### src/rtl/axil_cmd_master_if.sv
// AXI4-Lite bus bundle between the command master and a register slave.
// The master modport drives address/data/valid and response-ready signals;
// the slave modport is the mirror image.
interface axil_cmd_master_if #(
  parameter int ADDR_WIDTH = 32,
  parameter int DATA_WIDTH = 32
) ();
  // write address channel
  logic [ADDR_WIDTH-1:0]   awaddr;
  logic [2:0]              awprot;
  logic                    awvalid;
  logic                    awready;
  // write data channel
  logic [DATA_WIDTH-1:0]   wdata;
  logic [DATA_WIDTH/8-1:0] wstrb;
  logic                    wvalid;
  logic                    wready;
  // write response channel
  logic [1:0]              bresp;
  logic                    bvalid;
  logic                    bready;
  // read address channel
  logic [ADDR_WIDTH-1:0]   araddr;
  logic [2:0]              arprot;
  logic                    arvalid;
  logic                    arready;
  // read data channel
  logic [DATA_WIDTH-1:0]   rdata;
  logic [1:0]              rresp;
  logic                    rvalid;
  logic                    rready;

  modport master (
    output awaddr, awprot, awvalid, wdata, wstrb, wvalid, bready,
           araddr, arprot, arvalid, rready,
    input  awready, wready, bresp, bvalid, arready, rdata, rresp, rvalid
  );

  modport slave (
    input  awaddr, awprot, awvalid, wdata, wstrb, wvalid, bready,
           araddr, arprot, arvalid, rready,
    output awready, wready, bresp, bvalid, arready, rdata, rresp, rvalid
  );
endinterface

### src/rtl/axil_cmd_master.sv
// AXI4-Lite single-command master.
// Accepts one read/write command at a time on a valid/ready port, runs it on
// the AXI4-Lite bus (AW and W handled independently), and returns the data and
// response on a valid/ready response port. Non-OKAY or timed-out responses are
// counted in a saturating 16-bit error counter.
// Optional feature macro: AXIL_TIMEOUT_EN -- when defined, a per-state cycle
// counter aborts a stalled handshake after C_TIMEOUT_CYCLES cycles and returns
// rsp_timeout = 1 with a SLVERR-coded response.
module axil_cmd_master #(
  parameter int C_M00_AXI_ADDR_WIDTH = 32,
  parameter int C_M00_AXI_DATA_WIDTH = 32,
  parameter int C_TIMEOUT_CYCLES     = 256
) (
  input  logic                              s00_axi_aclk,
  input  logic                              s00_axi_aresetn,
  // command port
  input  logic                              cmd_valid,
  output logic                              cmd_ready,
  input  logic                              cmd_write,
  input  logic [C_M00_AXI_ADDR_WIDTH-1:0]   cmd_addr,
  input  logic [C_M00_AXI_DATA_WIDTH-1:0]   cmd_wdata,
  input  logic [C_M00_AXI_DATA_WIDTH/8-1:0] cmd_wstrb,
  // response port
  output logic                              rsp_valid,
  input  logic                              rsp_ready,
  output logic                              rsp_write,
  output logic [C_M00_AXI_DATA_WIDTH-1:0]   rsp_rdata,
  output logic [1:0]                        rsp_resp,
  output logic                              rsp_timeout,
  // status
  output logic [15:0]                       err_count,
  output logic                              busy,
  // AXI4-Lite master bus
  axil_cmd_master_if.master                 m00_axi
);

  localparam int STRB_W = C_M00_AXI_DATA_WIDTH / 8;

  // Elaboration-time sanity checks on the configuration.
  if ((C_M00_AXI_DATA_WIDTH != 32) && (C_M00_AXI_DATA_WIDTH != 64)) begin : g_bad_width
    $error("axil_cmd_master: data width must be 32 or 64");
  end
  if (C_TIMEOUT_CYCLES < 1) begin : g_bad_timeout
    $error("axil_cmd_master: timeout limit must be at least 1");
  end

  typedef enum logic [2:0] {
    IDLE    = 3'd0,
    WR_AW_W = 3'd1,
    WR_B    = 3'd2,
    RD_AR   = 3'd3,
    RD_R    = 3'd4,
    RSP     = 3'd5
  } state_t;

  state_t                            state_reg, state_next;
  logic                              active_reg;   // low until the first edge after reset release
  logic [C_M00_AXI_ADDR_WIDTH-1:0]   addr_reg;
  logic [C_M00_AXI_DATA_WIDTH-1:0]   wdata_reg;
  logic [STRB_W-1:0]                 wstrb_reg;
  logic                              aw_done_reg;
  logic                              w_done_reg;
  logic                              rsp_write_reg;
  logic [C_M00_AXI_DATA_WIDTH-1:0]   rsp_rdata_reg;
  logic [1:0]                        rsp_resp_reg;
  logic                              rsp_timeout_reg;
  logic [15:0]                       err_count_reg;

  logic cmd_accept;
  logic aw_pending, w_pending;
  logic aw_hs, w_hs, b_hs, ar_hs, r_hs;
  logic rsp_hs;
  logic in_wait;
  logic timeout_hit;
  logic timeout_take;

  // Valids come purely from state and done flags, never from the matching ready.
  assign aw_pending = (state_reg == WR_AW_W) && !aw_done_reg;
  assign w_pending  = (state_reg == WR_AW_W) && !w_done_reg;

  assign aw_hs  = aw_pending && m00_axi.awready;
  assign w_hs   = w_pending && m00_axi.wready;
  assign b_hs   = (state_reg == WR_B) && m00_axi.bvalid;
  assign ar_hs  = (state_reg == RD_AR) && m00_axi.arready;
  assign r_hs   = (state_reg == RD_R) && m00_axi.rvalid;
  assign rsp_hs = (state_reg == RSP) && rsp_ready;

  assign cmd_ready  = active_reg && (state_reg == IDLE);
  assign cmd_accept = cmd_valid && cmd_ready;

  assign in_wait = (state_reg == WR_AW_W) || (state_reg == WR_B) ||
                   (state_reg == RD_AR)   || (state_reg == RD_R);

`ifdef AXIL_TIMEOUT_EN
  localparam int TO_W = $clog2(C_TIMEOUT_CYCLES + 1);

  logic [TO_W-1:0] to_cnt_reg;

  // The current cycle is the last one allowed in this wait state.
  assign timeout_hit = in_wait && (to_cnt_reg == TO_W'(C_TIMEOUT_CYCLES - 1));

  // Per-state cycle counter: restarts on every state change.
  always_ff @(posedge s00_axi_aclk) begin
    if (!s00_axi_aresetn) begin
      to_cnt_reg <= '0;
    end else if (state_next != state_reg) begin
      to_cnt_reg <= '0;
    end else if (in_wait) begin
      to_cnt_reg <= to_cnt_reg + 1'b1;
    end
  end
`else
  assign timeout_hit = 1'b0;
`endif

  // Next-state logic; a timeout only wins when no handshake completes this cycle.
  always_comb begin
    state_next   = state_reg;
    timeout_take = 1'b0;
    case (state_reg)
      IDLE: begin
        if (cmd_accept) state_next = cmd_write ? WR_AW_W : RD_AR;
      end
      WR_AW_W: begin
        if ((aw_done_reg || aw_hs) && (w_done_reg || w_hs)) state_next = WR_B;
      end
      WR_B: begin
        if (b_hs) state_next = RSP;
      end
      RD_AR: begin
        if (ar_hs) state_next = RD_R;
      end
      RD_R: begin
        if (r_hs) state_next = RSP;
      end
      RSP: begin
        if (rsp_ready) state_next = IDLE;
      end
      default: state_next = IDLE;
    endcase
    if (timeout_hit && (state_next == state_reg)) begin
      timeout_take = 1'b1;
      state_next   = RSP;
    end
  end

  // State register plus command capture, handshake tracking and response capture.
  always_ff @(posedge s00_axi_aclk) begin
    if (!s00_axi_aresetn) begin
      state_reg       <= IDLE;
      active_reg      <= 1'b0;
      addr_reg        <= '0;
      wdata_reg       <= '0;
      wstrb_reg       <= '0;
      aw_done_reg     <= 1'b0;
      w_done_reg      <= 1'b0;
      rsp_write_reg   <= 1'b0;
      rsp_rdata_reg   <= '0;
      rsp_resp_reg    <= 2'b00;
      rsp_timeout_reg <= 1'b0;
      err_count_reg   <= '0;
    end else begin
      state_reg  <= state_next;
      active_reg <= 1'b1;
      case (state_reg)
        IDLE: begin
          if (cmd_accept) begin
            addr_reg        <= cmd_addr;
            wdata_reg       <= cmd_wdata;
            wstrb_reg       <= cmd_wstrb;
            aw_done_reg     <= 1'b0;
            w_done_reg      <= 1'b0;
            rsp_write_reg   <= cmd_write;
            rsp_rdata_reg   <= '0;
            rsp_resp_reg    <= 2'b00;
            rsp_timeout_reg <= 1'b0;
          end
        end
        WR_AW_W: begin
          if (aw_hs) aw_done_reg <= 1'b1;
          if (w_hs)  w_done_reg  <= 1'b1;
        end
        WR_B: begin
          if (b_hs) rsp_resp_reg <= m00_axi.bresp;
        end
        RD_R: begin
          if (r_hs) begin
            rsp_rdata_reg <= m00_axi.rdata;
            rsp_resp_reg  <= m00_axi.rresp;
          end
        end
        RSP: begin
          if (rsp_hs && ((rsp_resp_reg != 2'b00) || rsp_timeout_reg) &&
              (err_count_reg != 16'hFFFF)) begin
            err_count_reg <= err_count_reg + 16'd1;
          end
        end
        default: ;
      endcase
      if (timeout_take) begin
        rsp_rdata_reg   <= '0;
        rsp_resp_reg    <= 2'b10;
        rsp_timeout_reg <= 1'b1;
      end
    end
  end

  // Bus outputs: addresses/data come from the captured command, protection fixed.
  assign m00_axi.awaddr  = addr_reg;
  assign m00_axi.awprot  = 3'b000;
  assign m00_axi.awvalid = aw_pending;
  assign m00_axi.wdata   = wdata_reg;
  assign m00_axi.wstrb   = wstrb_reg;
  assign m00_axi.wvalid  = w_pending;
  assign m00_axi.bready  = (state_reg == WR_B);
  assign m00_axi.araddr  = addr_reg;
  assign m00_axi.arprot  = 3'b000;
  assign m00_axi.arvalid = (state_reg == RD_AR);
  assign m00_axi.rready  = (state_reg == RD_R);

  assign rsp_valid   = (state_reg == RSP);
  assign rsp_write   = rsp_write_reg;
  assign rsp_rdata   = rsp_rdata_reg;
  assign rsp_resp    = rsp_resp_reg;
  assign rsp_timeout = rsp_timeout_reg;
  assign err_count   = err_count_reg;
  assign busy        = (state_reg != IDLE);

endmodule

### src/flat_wrapper.sv
// flat-port wrapper written by rule: the top's interface ports become plain ports
module axil_cmd_master_flat 
#(
  parameter int C_M00_AXI_ADDR_WIDTH = 32,
  parameter int C_M00_AXI_DATA_WIDTH = 32,
  parameter int C_TIMEOUT_CYCLES     = 256
)
  (s00_axi_aclk, s00_axi_aresetn, cmd_valid, cmd_ready, cmd_write, cmd_addr, cmd_wdata, cmd_wstrb, rsp_valid, rsp_ready, rsp_write, rsp_rdata, rsp_resp, rsp_timeout, err_count, busy, m00_axi_awaddr, m00_axi_awprot, m00_axi_awvalid, m00_axi_wdata, m00_axi_wstrb, m00_axi_wvalid, m00_axi_bready, m00_axi_araddr, m00_axi_arprot, m00_axi_arvalid, m00_axi_rready, m00_axi_awready, m00_axi_wready, m00_axi_bresp, m00_axi_bvalid, m00_axi_arready, m00_axi_rdata, m00_axi_rresp, m00_axi_rvalid);
  axil_cmd_master_if #(.ADDR_WIDTH((32)), .DATA_WIDTH((32))) m00_axi_i ();
  input  logic s00_axi_aclk;
  input  logic s00_axi_aresetn;
  input  logic cmd_valid;
  output logic cmd_ready;
  input  logic cmd_write;
  input  logic [C_M00_AXI_ADDR_WIDTH-1:0] cmd_addr;
  input  logic [C_M00_AXI_DATA_WIDTH-1:0] cmd_wdata;
  input  logic [C_M00_AXI_DATA_WIDTH/8-1:0] cmd_wstrb;
  output logic rsp_valid;
  input  logic rsp_ready;
  output logic rsp_write;
  output logic [C_M00_AXI_DATA_WIDTH-1:0] rsp_rdata;
  output logic [1:0] rsp_resp;
  output logic rsp_timeout;
  output logic [15:0] err_count;
  output logic busy;
  output wire logic [$bits(m00_axi_i.awaddr)-1:0] m00_axi_awaddr;
  output wire logic [$bits(m00_axi_i.awprot)-1:0] m00_axi_awprot;
  output wire logic [$bits(m00_axi_i.awvalid)-1:0] m00_axi_awvalid;
  output wire logic [$bits(m00_axi_i.wdata)-1:0] m00_axi_wdata;
  output wire logic [$bits(m00_axi_i.wstrb)-1:0] m00_axi_wstrb;
  output wire logic [$bits(m00_axi_i.wvalid)-1:0] m00_axi_wvalid;
  output wire logic [$bits(m00_axi_i.bready)-1:0] m00_axi_bready;
  output wire logic [$bits(m00_axi_i.araddr)-1:0] m00_axi_araddr;
  output wire logic [$bits(m00_axi_i.arprot)-1:0] m00_axi_arprot;
  output wire logic [$bits(m00_axi_i.arvalid)-1:0] m00_axi_arvalid;
  output wire logic [$bits(m00_axi_i.rready)-1:0] m00_axi_rready;
  input wire logic [$bits(m00_axi_i.awready)-1:0] m00_axi_awready;
  input wire logic [$bits(m00_axi_i.wready)-1:0] m00_axi_wready;
  input wire logic [$bits(m00_axi_i.bresp)-1:0] m00_axi_bresp;
  input wire logic [$bits(m00_axi_i.bvalid)-1:0] m00_axi_bvalid;
  input wire logic [$bits(m00_axi_i.arready)-1:0] m00_axi_arready;
  input wire logic [$bits(m00_axi_i.rdata)-1:0] m00_axi_rdata;
  input wire logic [$bits(m00_axi_i.rresp)-1:0] m00_axi_rresp;
  input wire logic [$bits(m00_axi_i.rvalid)-1:0] m00_axi_rvalid;
  assign m00_axi_awaddr = m00_axi_i.awaddr;
  assign m00_axi_awprot = m00_axi_i.awprot;
  assign m00_axi_awvalid = m00_axi_i.awvalid;
  assign m00_axi_wdata = m00_axi_i.wdata;
  assign m00_axi_wstrb = m00_axi_i.wstrb;
  assign m00_axi_wvalid = m00_axi_i.wvalid;
  assign m00_axi_bready = m00_axi_i.bready;
  assign m00_axi_araddr = m00_axi_i.araddr;
  assign m00_axi_arprot = m00_axi_i.arprot;
  assign m00_axi_arvalid = m00_axi_i.arvalid;
  assign m00_axi_rready = m00_axi_i.rready;
  assign m00_axi_i.awready = m00_axi_awready;
  assign m00_axi_i.wready = m00_axi_wready;
  assign m00_axi_i.bresp = m00_axi_bresp;
  assign m00_axi_i.bvalid = m00_axi_bvalid;
  assign m00_axi_i.arready = m00_axi_arready;
  assign m00_axi_i.rdata = m00_axi_rdata;
  assign m00_axi_i.rresp = m00_axi_rresp;
  assign m00_axi_i.rvalid = m00_axi_rvalid;
  axil_cmd_master #(.C_M00_AXI_ADDR_WIDTH(C_M00_AXI_ADDR_WIDTH), .C_M00_AXI_DATA_WIDTH(C_M00_AXI_DATA_WIDTH), .C_TIMEOUT_CYCLES(C_TIMEOUT_CYCLES)) u_core (.s00_axi_aclk(s00_axi_aclk), .s00_axi_aresetn(s00_axi_aresetn), .cmd_valid(cmd_valid), .cmd_ready(cmd_ready), .cmd_write(cmd_write), .cmd_addr(cmd_addr), .cmd_wdata(cmd_wdata), .cmd_wstrb(cmd_wstrb), .rsp_valid(rsp_valid), .rsp_ready(rsp_ready), .rsp_write(rsp_write), .rsp_rdata(rsp_rdata), .rsp_resp(rsp_resp), .rsp_timeout(rsp_timeout), .err_count(err_count), .busy(busy), .m00_axi(m00_axi_i));
endmodule
### config.mk
export PLATFORM = sky130hd
export DESIGN_NAME = axil_cmd_master_flat
export DESIGN_NICKNAME = d
export VERILOG_FILES = /design/src/rtl/axil_cmd_master_if.sv /design/src/rtl/axil_cmd_master.sv /design/src/flat_wrapper.sv
export SDC_FILE = /design/constraint.sdc
export NUM_CORES = 1
export LEC_CHECK = 0
export BUFFER_PORTS_ARGS = -buffer_cell sky130_fd_sc_hd__buf_2
export CORE_MARGIN = 8
export CORE_UTILIZATION = 48
export DETAILED_ROUTE_END_ITERATION = 16
export PLACE_DENSITY = 0.86
export SYNTH_ARGS = -nofsm -noshare
export SYNTH_HDL_FRONTEND = slang
export SYNTH_SLANG_ARGS = --single-unit
### constraint.sdc
create_clock -name s00_axi_aclk -period 4.26 [get_ports s00_axi_aclk]
set_input_delay 0.852 -clock s00_axi_aclk [delete_from_list [all_inputs] [get_ports s00_axi_aclk]]
set_output_delay 0.852 -clock s00_axi_aclk [all_outputs]
set_load 0.01 [all_outputs]
==> PnR_summary.wiki, run 1 <==
{| class="wikitable"
! Metric !! Value
|-
| Status || completed
|-
| Final design utilization || 65.77%
|-
| Antenna violations before repair || 0
|-
| Critical path's top delay family || simple AND/OR/NAND/NOR gates
|-
| Largest net degree at the start of global routing || 69
|-
| Hold-fix buffers, CTS || 0
|-
| Area growth syn-to-layout || 33.22%
|-
| Fin crit period || 2.797 ns
|-
| Share of synthesized flip-flops with an asynchronous set or reset || 0%
|-
| Data arrival time at the worst-slack endpoint || 1.95 ns
|-
| Area of the placeable core || 0.01028 sq mm
|-
| Clock edge transition at the registers on the reported setup and hold paths || 0.06 ns
|-
| Global-route wire length before repair || 24450 um
|-
| Antenna cell count || 0
|-
| Die ar. || 0.01412 sq mm
|-
| Average wire per standard cell || 15.61 um
|-
| Post-synth design cell area || 0.005074 sq mm
|-
| Count of input and output buffers || 272
|-
| Vias || 4954
|-
| Critical Path Fanout Max || 15
|-
| Tcrit/Tclk final || 65.66%
|-
| Crit path buffers/inverters || 1
|-
| CP required || 3.41 ns
|-
| Final Net Count || 948
|-
| Chip width || 118.8 um
|-
| Routed WL || 15330 um
|-
| Top-area cell type share of the netlist area || 49.32%
|-
| Final Wtd Congestion || 0.8550
|-
| CP endpoint kind || output port
|-
| Sw Ratio || 32.42%
|-
| Estimated wirelength of the detail-placed design || 11290 um
|-
| Number of top-level pins || 280
|-
| Count of state elements after synthesis || 125
|-
| Final setup violation count || 0
|-
| Overall Power || 3.569 mW
|-
| Internal power summed over all cells || 2.412 mW
|-
| Distinct cell type count of the synthesized netlist || 49
|-
| Number of buffers inserted by post-CTS setup repair || 0
|-
| DR iter-0 viols || 346
|-
| Number of global-route vias before repair || 4765
|-
| Category of the most critical setup path || reg2out
|-
| Total number of clock tree sinks || 125
|-
| Pwr dens || 528.1 mW/mm^2
|-
| Unrepaired setup endpoints after global routing || false
|-
| Number of buffers on the longest clock path || 2
|-
| Total leakage power || 3.199 nW
|-
| Number of design rule violations left after detail routing || 0
|-
| Root buffer selected by CTS || sky130_fd_sc_hd__clkbuf_8
|-
| Synthesized area per cell || 8.277 sq um
|-
| Clock tree from TritonCTS || built
|-
| CTS H-tree lvls || 4
|-
| Clk Latency, worst-skew pair || 0.50 ns
|-
| Combinational share of power || 22.8%
|-
| Slew at the pin closest to its max-slew limit || 1.107 ns
|-
| Switching power || 1.157 mW
|-
| Worst hold-check slack || 0.4508 ns
|-
| # resized after CTS || 0
|-
| Max_slew headroom || 26.17%
|-
| Min-Delay Path Class || reg2reg
|-
| Proportion of layout cells with a drive suffix above 1 || 37.47%
|-
| Total congestion overflow || 0
|-
| Max-Cap Viols || 0
|-
| DIE HEIGHT || 118.8 um
|-
| Sequential share of power || 39.4%
|-
| Sequence of cells on the critical path || or3b_2 > nor2_1 > buf_2
|-
| Total count of max-transition violations in the final report || 0
|-
| Cell type with the largest total area after synthesis || sky130_fd_sc_hd__dfxtp_1
|-
| Number of instances in the synthesized netlist || 613
|-
| Drt pass-1 iters || 4
|-
| Residual antenna-violating net count after detailed routing || 0
|-
| Count of warnings emitted by yosys || 0
|-
| IR drop worst, VDD || 342.8 uV
|-
| Startpoint Class || register
|-
| Final Skew || 0.01050 ns
|-
| Achievable clock frequency || 0.3575 GHz
|-
| Crit-path slowest cell || sky130_fd_sc_hd__dfxtp_1
|-
| Clk network pwr share || 37.8%
|-
| Total Routing Usage GR || 21.08%
|-
| Endpoints failing hold || 0
|-
| Setup total negative slack || 0 ns
|-
| Number of flops mapped to enable cells by yosys || 0
|-
| Via-to-Cell Ratio || 5.045
|-
| Clock buffer count from CTS || 17
|-
| Most frequently used flop master after synthesis || sky130_fd_sc_hd__dfxtp_1
|-
| Starting utilization of the core area || 49.37%
|-
| Slowest Stage Delay on Critical Path || 0.61 ns
|-
| Area contributors post-synth || sky130_fd_sc_hd__dfxtp_1 (49%), sky130_fd_sc_hd__nand2_1 (12%), sky130_fd_sc_hd__a21oi_1 (8.0%)
|-
| Placement Rows || 37
|-
| Proportion of synthesized chip area in sequential cells || 49.32%
|}
[cell type report]
class                   count  area [sq um]
fillers                   878          3518
flip-flops and latches    125          2502
multi-input cells         406          2097
repair buffers            275          1396
clock buffers              19         431.7
well taps                 136         170.2
clock inverters            13         130.1
inverters                   8         31.28
[synthesized netlist by cell type (2+ instances only)]
library cell,instances
sky130_fd_sc_hd__nand2_1,157
sky130_fd_sc_hd__dfxtp_1,125
sky130_fd_sc_hd__a21oi_1,81
sky130_fd_sc_hd__nor2_1,43
sky130_fd_sc_hd__buf_4,39
sky130_fd_sc_hd__a22oi_1,33
sky130_fd_sc_hd__clkbuf_1,30
sky130_fd_sc_hd__nor3_1,10
sky130_fd_sc_hd__buf_2,8
sky130_fd_sc_hd__inv_1,7
sky130_fd_sc_hd__mux2i_1,7
sky130_fd_sc_hd__nand3_1,6
sky130_fd_sc_hd__and2_1,5
sky130_fd_sc_hd__nand2b_1,5
sky130_fd_sc_hd__and3_1,4
sky130_fd_sc_hd__o31ai_1,4
sky130_fd_sc_hd__or4_1,4
sky130_fd_sc_hd__nand4_4,3
sky130_fd_sc_hd__nor4_1,3
sky130_fd_sc_hd__a211oi_1,2
sky130_fd_sc_hd__a31oi_1,2
sky130_fd_sc_hd__a32oi_1,2
sky130_fd_sc_hd__buf_6,2
sky130_fd_sc_hd__nand3b_1,2
sky130_fd_sc_hd__nand4_1,2
sky130_fd_sc_hd__nor3b_1,2
sky130_fd_sc_hd__o21ai_0,2
sky130_fd_sc_hd__o221a_2,2
[cells by family (layout without fill, tap and decap cells)]
group / after synthesis / after routing / share of synthesized area, %
compound gates: 136 / 136 / 16.28
fa+ha+maj: 1 / 1 / 0.2466
buf+inv: 88 / 315 / 9.914
flops: 125 / 125 / 49.32
mux: 7 / 7 / 1.381
other cells: 1 / 7 / 0.07391
simple gates: 255 / 255 / 22.79
[cells in the final DEF, fill, tap and decap left out, types with 2 or more instances in the layout]
cell                         netlist  routed
sky130_fd_sc_hd__a211oi_1          2       2
sky130_fd_sc_hd__a21oi_1          81      81
sky130_fd_sc_hd__a22oi_1          33      33
sky130_fd_sc_hd__a31oi_1           2       2
sky130_fd_sc_hd__a32oi_1           2       2
sky130_fd_sc_hd__and2_1            5       5
sky130_fd_sc_hd__and3_1            4       3
sky130_fd_sc_hd__buf_2             8     272
sky130_fd_sc_hd__buf_4            39       2
sky130_fd_sc_hd__clkbuf_16         0      16
sky130_fd_sc_hd__clkbuf_8          0       2
sky130_fd_sc_hd__clkinv_4          0       2
sky130_fd_sc_hd__clkinvlp_4        0       4
sky130_fd_sc_hd__conb_1            1       7
sky130_fd_sc_hd__dfxtp_1         125     125
sky130_fd_sc_hd__inv_1             7       7
sky130_fd_sc_hd__inv_6             0       6
sky130_fd_sc_hd__mux2i_1           7       7
sky130_fd_sc_hd__nand2_1         157     157
sky130_fd_sc_hd__nand2b_1          5       5
sky130_fd_sc_hd__nand3_1           6       5
sky130_fd_sc_hd__nand3b_1          2       2
sky130_fd_sc_hd__nand4_1           2       2
sky130_fd_sc_hd__nand4_4           3       3
sky130_fd_sc_hd__nor2_1           43      43
sky130_fd_sc_hd__nor3_1           10      10
sky130_fd_sc_hd__nor3b_1           2       2
sky130_fd_sc_hd__nor4_1            3       3
sky130_fd_sc_hd__o21ai_0           2       2
sky130_fd_sc_hd__o221a_2           2       2
sky130_fd_sc_hd__o31ai_1           4       4
sky130_fd_sc_hd__or4_1             4       4
[power groups by stage]
stage	clock network [mW]	registers [mW]	logic, mW
after global routing	1.44	1.43	0.904
after floorplan	0	1.44	0.536
after global placement	0	1.43	0.812
final	1.35	1.41	0.815
after CTS	1.37	1.40	0.824
after detailed placement	0	1.43	0.821
[worst paths after layout]
kind                                               from  slack [ns]  depth (start not counted)                                    end
hold / removal    u_core.m00_axi.wdata[23]$_SDFFE_PN0P_        0.45                          2  u_core.m00_axi.wdata[23]$_SDFFE_PN0P_
setup / recovery       u_core.state_reg[0]$_SDFFE_PN0P_        1.46                          3                        m00_axi_awvalid
setup reg to reg       u_core.state_reg[1]$_SDFFE_PN0P_        1.83                          5   u_core.m00_axi.wdata[6]$_SDFFE_PN0P_
hold reg to reg   u_core.m00_axi.wdata[23]$_SDFFE_PN0P_        0.45                          2  u_core.m00_axi.wdata[23]$_SDFFE_PN0P_
[metal layers]
layer / routed length [um] / vias to the layer above / global-route usage, %
li1: - / 2467 / -
met3: 1491 / 21 / 10.16
met4: 329 / 0 / 8.538
met1: 5979 / 2257 / 22.35
met5: 0 / - / 0
met2: 7533 / 209 / 35.43
[worst min-delay path: cells and delay by family, from the launching register on]
family / cells / cell delay (ns)
and+or+nand+nor: 1 / 0.05
DFF: 1 / 0.30
AOI/OAI and AO/OA: 1 / 0.05
[through the flow]
| stage | worst slack [ns] | instance area (sq um) | std cells |
|---|---|---|---|
| 6_report | 1.463 | 6759 | 982 |
| 2_1_floorplan | 2.270 | 5096 | 619 |
| 5_1_grt | 1.347 | 6759 | 982 |
| 3_5_place_dp | 1.737 | 6197 | 950 |
| 3_3_place_gp | 1.758 | 6197 | 950 |
| 4_1_cts | 1.440 | 6759 | 982 |
No activity file was read; power rests on OpenSTA's default activity.
==> run 2: changes to the inputs <==
- ABC_AREA: default -> 1
- CORE_UTILIZATION: 48 -> 45
- PLACE_DENSITY: 0.86 -> 0.8
- clock period: 4.26 -> 2.85 ns (I/O delays scaled with it)
==> run 2 against run 1 <==
Net effect:
- sequential cell count stayed put
- wire length is 7.7% higher
- utilization is 4.9 points lower
- largest power group unchanged
- highest routed layer unchanged
==> PnR_summary.wiki, run 2 <==
{| class="wikitable"
! Metric !! Value
|-
| Total count of max-transition violations in the final report || 0
|-
| Final Wtd Congestion || 0.8852
|-
| Min-Delay Path Class || in2reg
|-
| Final Net Count || 1056
|-
| CP endpoint kind || output port
|-
| Largest net degree at the start of global routing || 72
|-
| # resized after CTS || 0
|-
| Endpoints failing hold || 0
|-
| Unrepaired setup endpoints after global routing || false
|-
| Proportion of layout cells with a drive suffix above 1 || 33.02%
|-
| Tcrit/Tclk final || 80.36%
|-
| Category of the most critical setup path || reg2out
|-
| Clk Latency, worst-skew pair || 0.40 ns
|-
| Fin crit period || 2.290 ns
|-
| IR drop worst, VDD || 717.7 uV
|-
| Starting utilization of the core area || 46.07%
|-
| Achievable clock frequency || 0.4366 GHz
|-
| Count of input and output buffers || 272
|-
| Number of flops mapped to enable cells by yosys || 0
|-
| Vias || 5353
|-
| Data arrival time at the worst-slack endpoint || 1.72 ns
|-
| Clock tree from TritonCTS || built
|-
| Pwr dens || 795.5 mW/mm^2
|-
| Routed WL || 16510 um
|-
| Root buffer selected by CTS || sky130_fd_sc_hd__clkbuf_16
|-
| Clock edge transition at the registers on the reported setup and hold paths || 0.05 ns
|-
| Drt pass-1 iters || 5
|-
| Fillcell total || 1006
|-
| Most frequently used flop master after synthesis || sky130_fd_sc_hd__dfxtp_1
|-
| Number of global-route vias before repair || 5051
|-
| CP required || 2.28 ns
|-
| DIE HEIGHT || 123.9 um
|-
| Max-Cap Viols || 0
|-
| Average wire per standard cell || 15.12 um
|-
| Setup total negative slack || 0 ns
|-
| Status || completed
|-
| Antenna violations before repair || 0
|-
| Startpoint Class || register
|-
| Via-to-Cell Ratio || 4.902
|-
| Distinct cell type count of the synthesized netlist || 24
|-
| Critical Path Fanout Max || 15
|-
| Placement Rows || 39
|-
| Most frequent cells in the layout || sky130_fd_sc_hd__buf_2 (272), sky130_fd_sc_hd__nand2_1 (249), sky130_fd_sc_hd__dfxtp_1 (125), sky130_fd_sc_hd__a21oi_1 (120), sky130_fd_sc_hd__nand3_1 (45)
|-
| Total number of clock tree sinks || 125
|-
| Area of the placeable core || 0.01137 sq mm
|-
| Chip width || 123.9 um
|-
| Post-synth design cell area || 0.005238 sq mm
|-
| Most common cell in the synthesized netlist || sky130_fd_sc_hd__nand2_1
|-
| Top-area cell type share of the netlist area || 47.78%
|-
| Area growth syn-to-layout || 32.04%
|-
| Share of synthesized flip-flops with an asynchronous set or reset || 0%
|-
| Residual antenna-violating net count after detailed routing || 0
|-
| Cell type with the largest total area after synthesis || sky130_fd_sc_hd__dfxtp_1
|-
| Die ar. || 0.01535 sq mm
|-
| Number of design rule violations left after detail routing || 0
|-
| Overall Power || 5.501 mW
|-
| Count of state elements after synthesis || 125
|-
| Commonest non-fill, non-tap cell in the layout || sky130_fd_sc_hd__buf_2
|-
| Proportion of synthesized chip area in sequential cells || 47.78%
|-
| Final setup violation count || 0
|-
| CTS H-tree lvls || 4
|-
| Total Routing Usage GR || 20.43%
|-
| Final Skew || 0.005693 ns
|-
| Hold-fix buffers, CTS || 0
|-
| Clock buffer count from CTS || 17
|-
| Max_slew headroom || 48.16%
|-
| Number of buffers on the longest clock path || 2
|-
| Number of top-level pins || 280
|-
| Number of instances in the synthesized netlist || 717
|-
| Total leakage power || 3.343 nW
|-
| Count of warnings emitted by yosys || 0
|-
| Synthesized area per cell || 7.305 sq um
|-
| Worst hold-check slack || 0.4076 ns
|-
| Area contributors post-synth || sky130_fd_sc_hd__dfxtp_1 (48%), sky130_fd_sc_hd__nand2_1 (18%), sky130_fd_sc_hd__a21oi_1 (11%)
|-
| Estimated wirelength of the detail-placed design || 12230 um
|-
| Ranking of synthesized cells by instance count || sky130_fd_sc_hd__nand2_1 (249), sky130_fd_sc_hd__dfxtp_1 (125), sky130_fd_sc_hd__a21oi_1 (120)
|-
| Slew at the pin closest to its max-slew limit || 0.7776 ns
|-
| DR iter-0 viols || 283
|-
| Total congestion overflow || 0
|-
| Number of buffers inserted by post-CTS setup repair || 0
|-
| Global-route wire length before repair || 24800 um
|}
run 2: cell types whose count changed in the layout (fill, tap and decap cells not counted), sizes merged, moves of 6 or more:
cell | before | now
mux2i | 7 | 0
a21oi | 81 | 120
nand2 | 157 | 253
a22oi | 33 | 0
nor3 | 10 | 0
inv | 13 | 30
nand3 | 6 | 45
nor2 | 43 | 37
run 2: final timing paths:
check                                   startpoint                           endpoint  slack [ns]  cells past startpoint
setup / recovery  u_core.state_reg[0]$_SDFFE_PN0P_                     m00_axi_rready        0.56                      4
hold / removal                     s00_axi_aresetn          u_core.active_reg$_DFF_P_        0.41                      1
setup reg to reg  u_core.err_count[0]$_SDFFE_PN0P_  u_core.err_count[15]$_SDFFE_PN0P_        0.98                      9
hold reg to reg   u_core.rsp_rdata[6]$_SDFFE_PN0P_   u_core.rsp_rdata[6]$_SDFFE_PN0P_        0.46                      2
run 2: worst max-delay path, stage by stage, from the launching register on:
cell and delay [ns]:
sky130_fd_sc_hd__dfxtp_1 0.49, sky130_fd_sc_hd__nor2_4 0.08, sky130_fd_sc_hd__nand2_1 0.11, sky130_fd_sc_hd__clkinv_1 0.34
sky130_fd_sc_hd__buf_2 0.29
run 2: per-stage QoR:
stage          util [%]  area [sq um]  instances  worst slack [ns]
2_1_floorplan         -          5260        723             1.259
3_3_place_gp      56.25          6395       1065            0.7729
3_5_place_dp      56.25          6395       1065            0.7552
4_1_cts           60.80          6913       1091            0.5221
5_1_grt           60.80          6913       1091            0.4155
6_report          60.82          6915       1092            0.5598
run 2: where the power goes:
group | switching (mW) | internal (mW)
logic | 1.00 | 0.510
registers | 0.132 | 1.94
clock network | 0.680 | 1.23
run 2: metal layers:
layer  vias to the layer above  part of all wire (%)  track usage (%)
met5                         -                     0                0
met4                         0                   1.8            7.901
met3                        23                    12            7.933
met2                       245                    49            35.29
met1                      2394                    38            22.15
li1                       2691                     -                -
run 2: cell families (layout without fill, tap and decap cells):
| logic type | after synthesis | in the layout | share of synthesized area [%] |
|---|---|---|---|
| other cells | 1 | 8 | 0.07160 |
| fa+ha+maj | 1 | 1 | 0.2389 |
| simple gates | 344 | 344 | 26.88 |
| xor+xnor | 7 | 7 | 1.171 |
| buf+inv | 112 | 337 | 11.73 |
| flops | 125 | 125 | 47.78 |
| compound gates | 127 | 127 | 12.14 |
run 2: cell type report:
cell class	count	area [sq um]	area share, %
well taps	143	178.9	2.587
clock buffers	23	478.0	6.912
flip-flops and latches	125	2502	36.19
clock inverters	3	40.04	0.5790
inverters	33	126.4	1.827
multi-input cells	486	2143	30.99
diodes	1	2.502	0.03619
repair buffers	278	1444	20.88
==> run 3: changes to the inputs <==
- clock period: 2.85 -> 2.25 ns (I/O delays scaled with it)
==> run 3 against run 2 <==
Net effect:
- sequential cell count is the same
- wire length grew 0.93%
- sequential power grew 26%
- first-iteration DRC count grew 13%
- via count shrank 0.11%
- critical path depth is the same
- design area grew 0.65%
- clock skew grew 0.0038 ns
- hold slack lost 0.12 ns
- combinational power grew 27%
==> PnR_summary.wiki, run 3 (synthesized netlist as in run 2, its figures left out) <==
{| class="wikitable"
! Metric !! Value
|-
| DR iter-0 viols || 319
|-
| Chip width || 123.9 um
|-
| Worst R2R Start || u_core.state_reg[2]$_SDFFE_PN0P_
|-
| Fin crit period || 2.044 ns
|-
| Status || completed
|-
| Critical Path Fanout Max || 9
|-
| Final Net Count || 1058
|-
| Total count of max-transition violations in the final report || 0
|-
| Crit-path slowest cell || sky130_fd_sc_hd__dfxtp_1
|-
| Total congestion overflow || 0
|-
| Area of the placeable core || 0.01137 sq mm
|-
| Unrepaired setup endpoints after global routing || false
|-
| Worst hold-check slack || 0.2843 ns
|-
| Reg2reg setup slack || 0.34 ns
|-
| Routed WL || 16660 um
|-
| Count of input and output buffers || 272
|-
| Clock edge transition at the registers on the reported setup and hold paths || 0.05 ns
|-
| Data arrival time at the worst-slack endpoint || 1.59 ns
|-
| IR drop worst, VDD || 614.4 uV
|-
| Final setup violation count || 0
|-
| Proportion of layout cells with a drive suffix above 1 || 33.26%
|-
| M3 GR Usage || 7.616%
|-
| Min-Delay Path Class || in2reg
|-
| Beginning of the worst hold path || cmd_wdata[21]
|-
| Largest net degree at the start of global routing || 73
|-
| Pwr dens || 1029 mW/mm^2
|-
| Die ar. || 0.01535 sq mm
|-
| Antenna violations before repair || 0
|-
| Achievable clock frequency || 0.4892 GHz
|-
| Startpoint Class || register
|-
| Max-Cap Viols || 0
|-
| Tcrit/Tclk final || 90.85%
|-
| # resized after CTS || 0
|-
| Number of design rule violations left after detail routing || 0
|-
| Final Wtd Congestion || 0.8883
|-
| Final Skew || 0.009446 ns
|-
| Met2 usage || 35.90%
|-
| Length in cells of the worst reg-to-reg path || 8
|-
| Total Routing Usage GR || 20.51%
|-
| Met1 layer usage reported by global route || 21.52%
|-
| Number of buffers on the longest clock path || 2
|-
| Number of global-route vias before repair || 5022
|-
| Area growth syn-to-layout || 32.90%
|-
| Starting utilization of the core area || 46.07%
|-
| Setup total negative slack || 0 ns
|-
| Reg-to-reg critical path endpoint || u_core.m00_axi.wdata[14]$_SDFFE_PN0P_
|-
| Root buffer selected by CTS || sky130_fd_sc_hd__clkbuf_16
|-
| Total leakage power || 3.368 nW
|-
| Hold-fix buffers, CTS || 0
|-
| Sequence of cells on the critical path || nor2_4 > nand2_1 > clkinv_1 > buf_2
|-
| CP Capture Point || m00_axi_rready
|-
| Category of the most critical setup path || reg2out
|-
| Estimated wirelength of the detail-placed design || 12140 um
|-
| Number of buffers inserted by post-CTS setup repair || 0
|-
| Clock tree from TritonCTS || built
|-
| Average wire per standard cell || 15.16 um
|-
| Clk Latency, worst-skew pair || 0.41 ns
|-
| Drt pass-1 iters || 5
|-
| Commonest non-fill, non-tap cell in the layout || sky130_fd_sc_hd__buf_2
|-
| Clock buffer count from CTS || 17
|-
| Busiest grt layer || met2
|-
| Total number of clock tree sinks || 125
|-
| Global-route wire length before repair || 24640 um
|-
| Endpoints failing hold || 0
|-
| DIE HEIGHT || 123.9 um
|-
| Via-to-Cell Ratio || 4.865
|-
| CTS H-tree lvls || 4
|-
| Placement Rows || 39
|-
| Residual antenna-violating net count after detailed routing || 0
|-
| CP endpoint kind || output port
|-
| Number of top-level pins || 280
|-
| Slowest Stage Delay on Critical Path || 0.49 ns
|-
| Most frequent cells in the layout || sky130_fd_sc_hd__buf_2 (272), sky130_fd_sc_hd__nand2_1 (249), sky130_fd_sc_hd__dfxtp_1 (125), sky130_fd_sc_hd__a21oi_1 (120), sky130_fd_sc_hd__nand3_1 (45)
|-
| Launch point of the critical path || u_core.state_reg[0]$_SDFFE_PN0P_
|-
| Overall Power || 7.164 mW
|-
| Slew at the pin closest to its max-slew limit || 0.7411 ns
|-
| Vias || 5347
|-
| CP required || 1.80 ns
|-
| Antenna cell count || 0
|-
| Max_slew headroom || 50.59%
|}
-- run 3: area by class of cell --
| class | count | area [sq um] |
|---|---|---|
| Multi-Input combinational cell | 486 | 2143 |
| Fill cell | 1035 | 4409 |
| Inverter | 33 | 126.4 |
| Tap cell | 143 | 178.9 |
| Clock inverter | 7 | 87.58 |
| Timing Repair Buffer | 280 | 1446 |
| Sequential cell | 125 | 2502 |
| Clock buffer | 25 | 475.5 |
-- run 3: worst min path at each step --
stage | slack [ns] | end | depth (start not counted)
floorplan | 0.45 | u_core.aw_done_reg$_SDFFE_PN0P_ | 2
global placement | 0.45 | u_core.rsp_rdata[11]$_SDFFE_PN0P_ | 2
detailed placement | 0.45 | u_core.rsp_rdata[14]$_SDFFE_PN0P_ | 2
CTS | 0.26 | u_core.m00_axi.wdata[5]$_SDFFE_PN0P_ | 3
global route | 0.27 | u_core.m00_axi.araddr[18]$_SDFFE_PN0P_ | 3
finish | 0.28 | u_core.m00_axi.wdata[21]$_SDFFE_PN0P_ | 3
-- run 3: power by group --
| group | leakage (nW) | internal (mW) | switching, mW |
|---|---|---|---|
| clock | 0.275 | 1.68 | 0.928 |
| sequential | 1.01 | 2.46 | 0.172 |
| combinational | 2.08 | 0.653 | 1.27 |
| total | 3.37 | 4.79 | 2.37 |
-- run 3: layer usage --
metal,vias to the layer above,routed length (um),part of all wire [%]
met5,-,0,0
met4,0,317,1.9
met3,19,1799,11
met2,231,8284,50
met1,2400,6261,38
li1,2697,-,-
-- run 3: per-stage QoR --
stage / area (sq um) / setup WS (ns) / util, % / cells
floorplan: 5260 / 0.7175 / - / 723
global placement: 6397 / 0.3293 / 56.27 / 1067
detailed placement: 6397 / 0.3286 / 56.27 / 1067
CTS: 6960 / 0.1880 / 61.22 / 1099
global route: 6960 / 0.1064 / 61.22 / 1099
finish: 6960 / 0.2060 / 61.22 / 1099
-- run 3: critical path, delay by kind of cell, from the launching register on --
family / cells / cell delay [ns]
buffers and inverters: 2 / 0.48
DFF: 1 / 0.49
and+or+nand+nor: 2 / 0.21
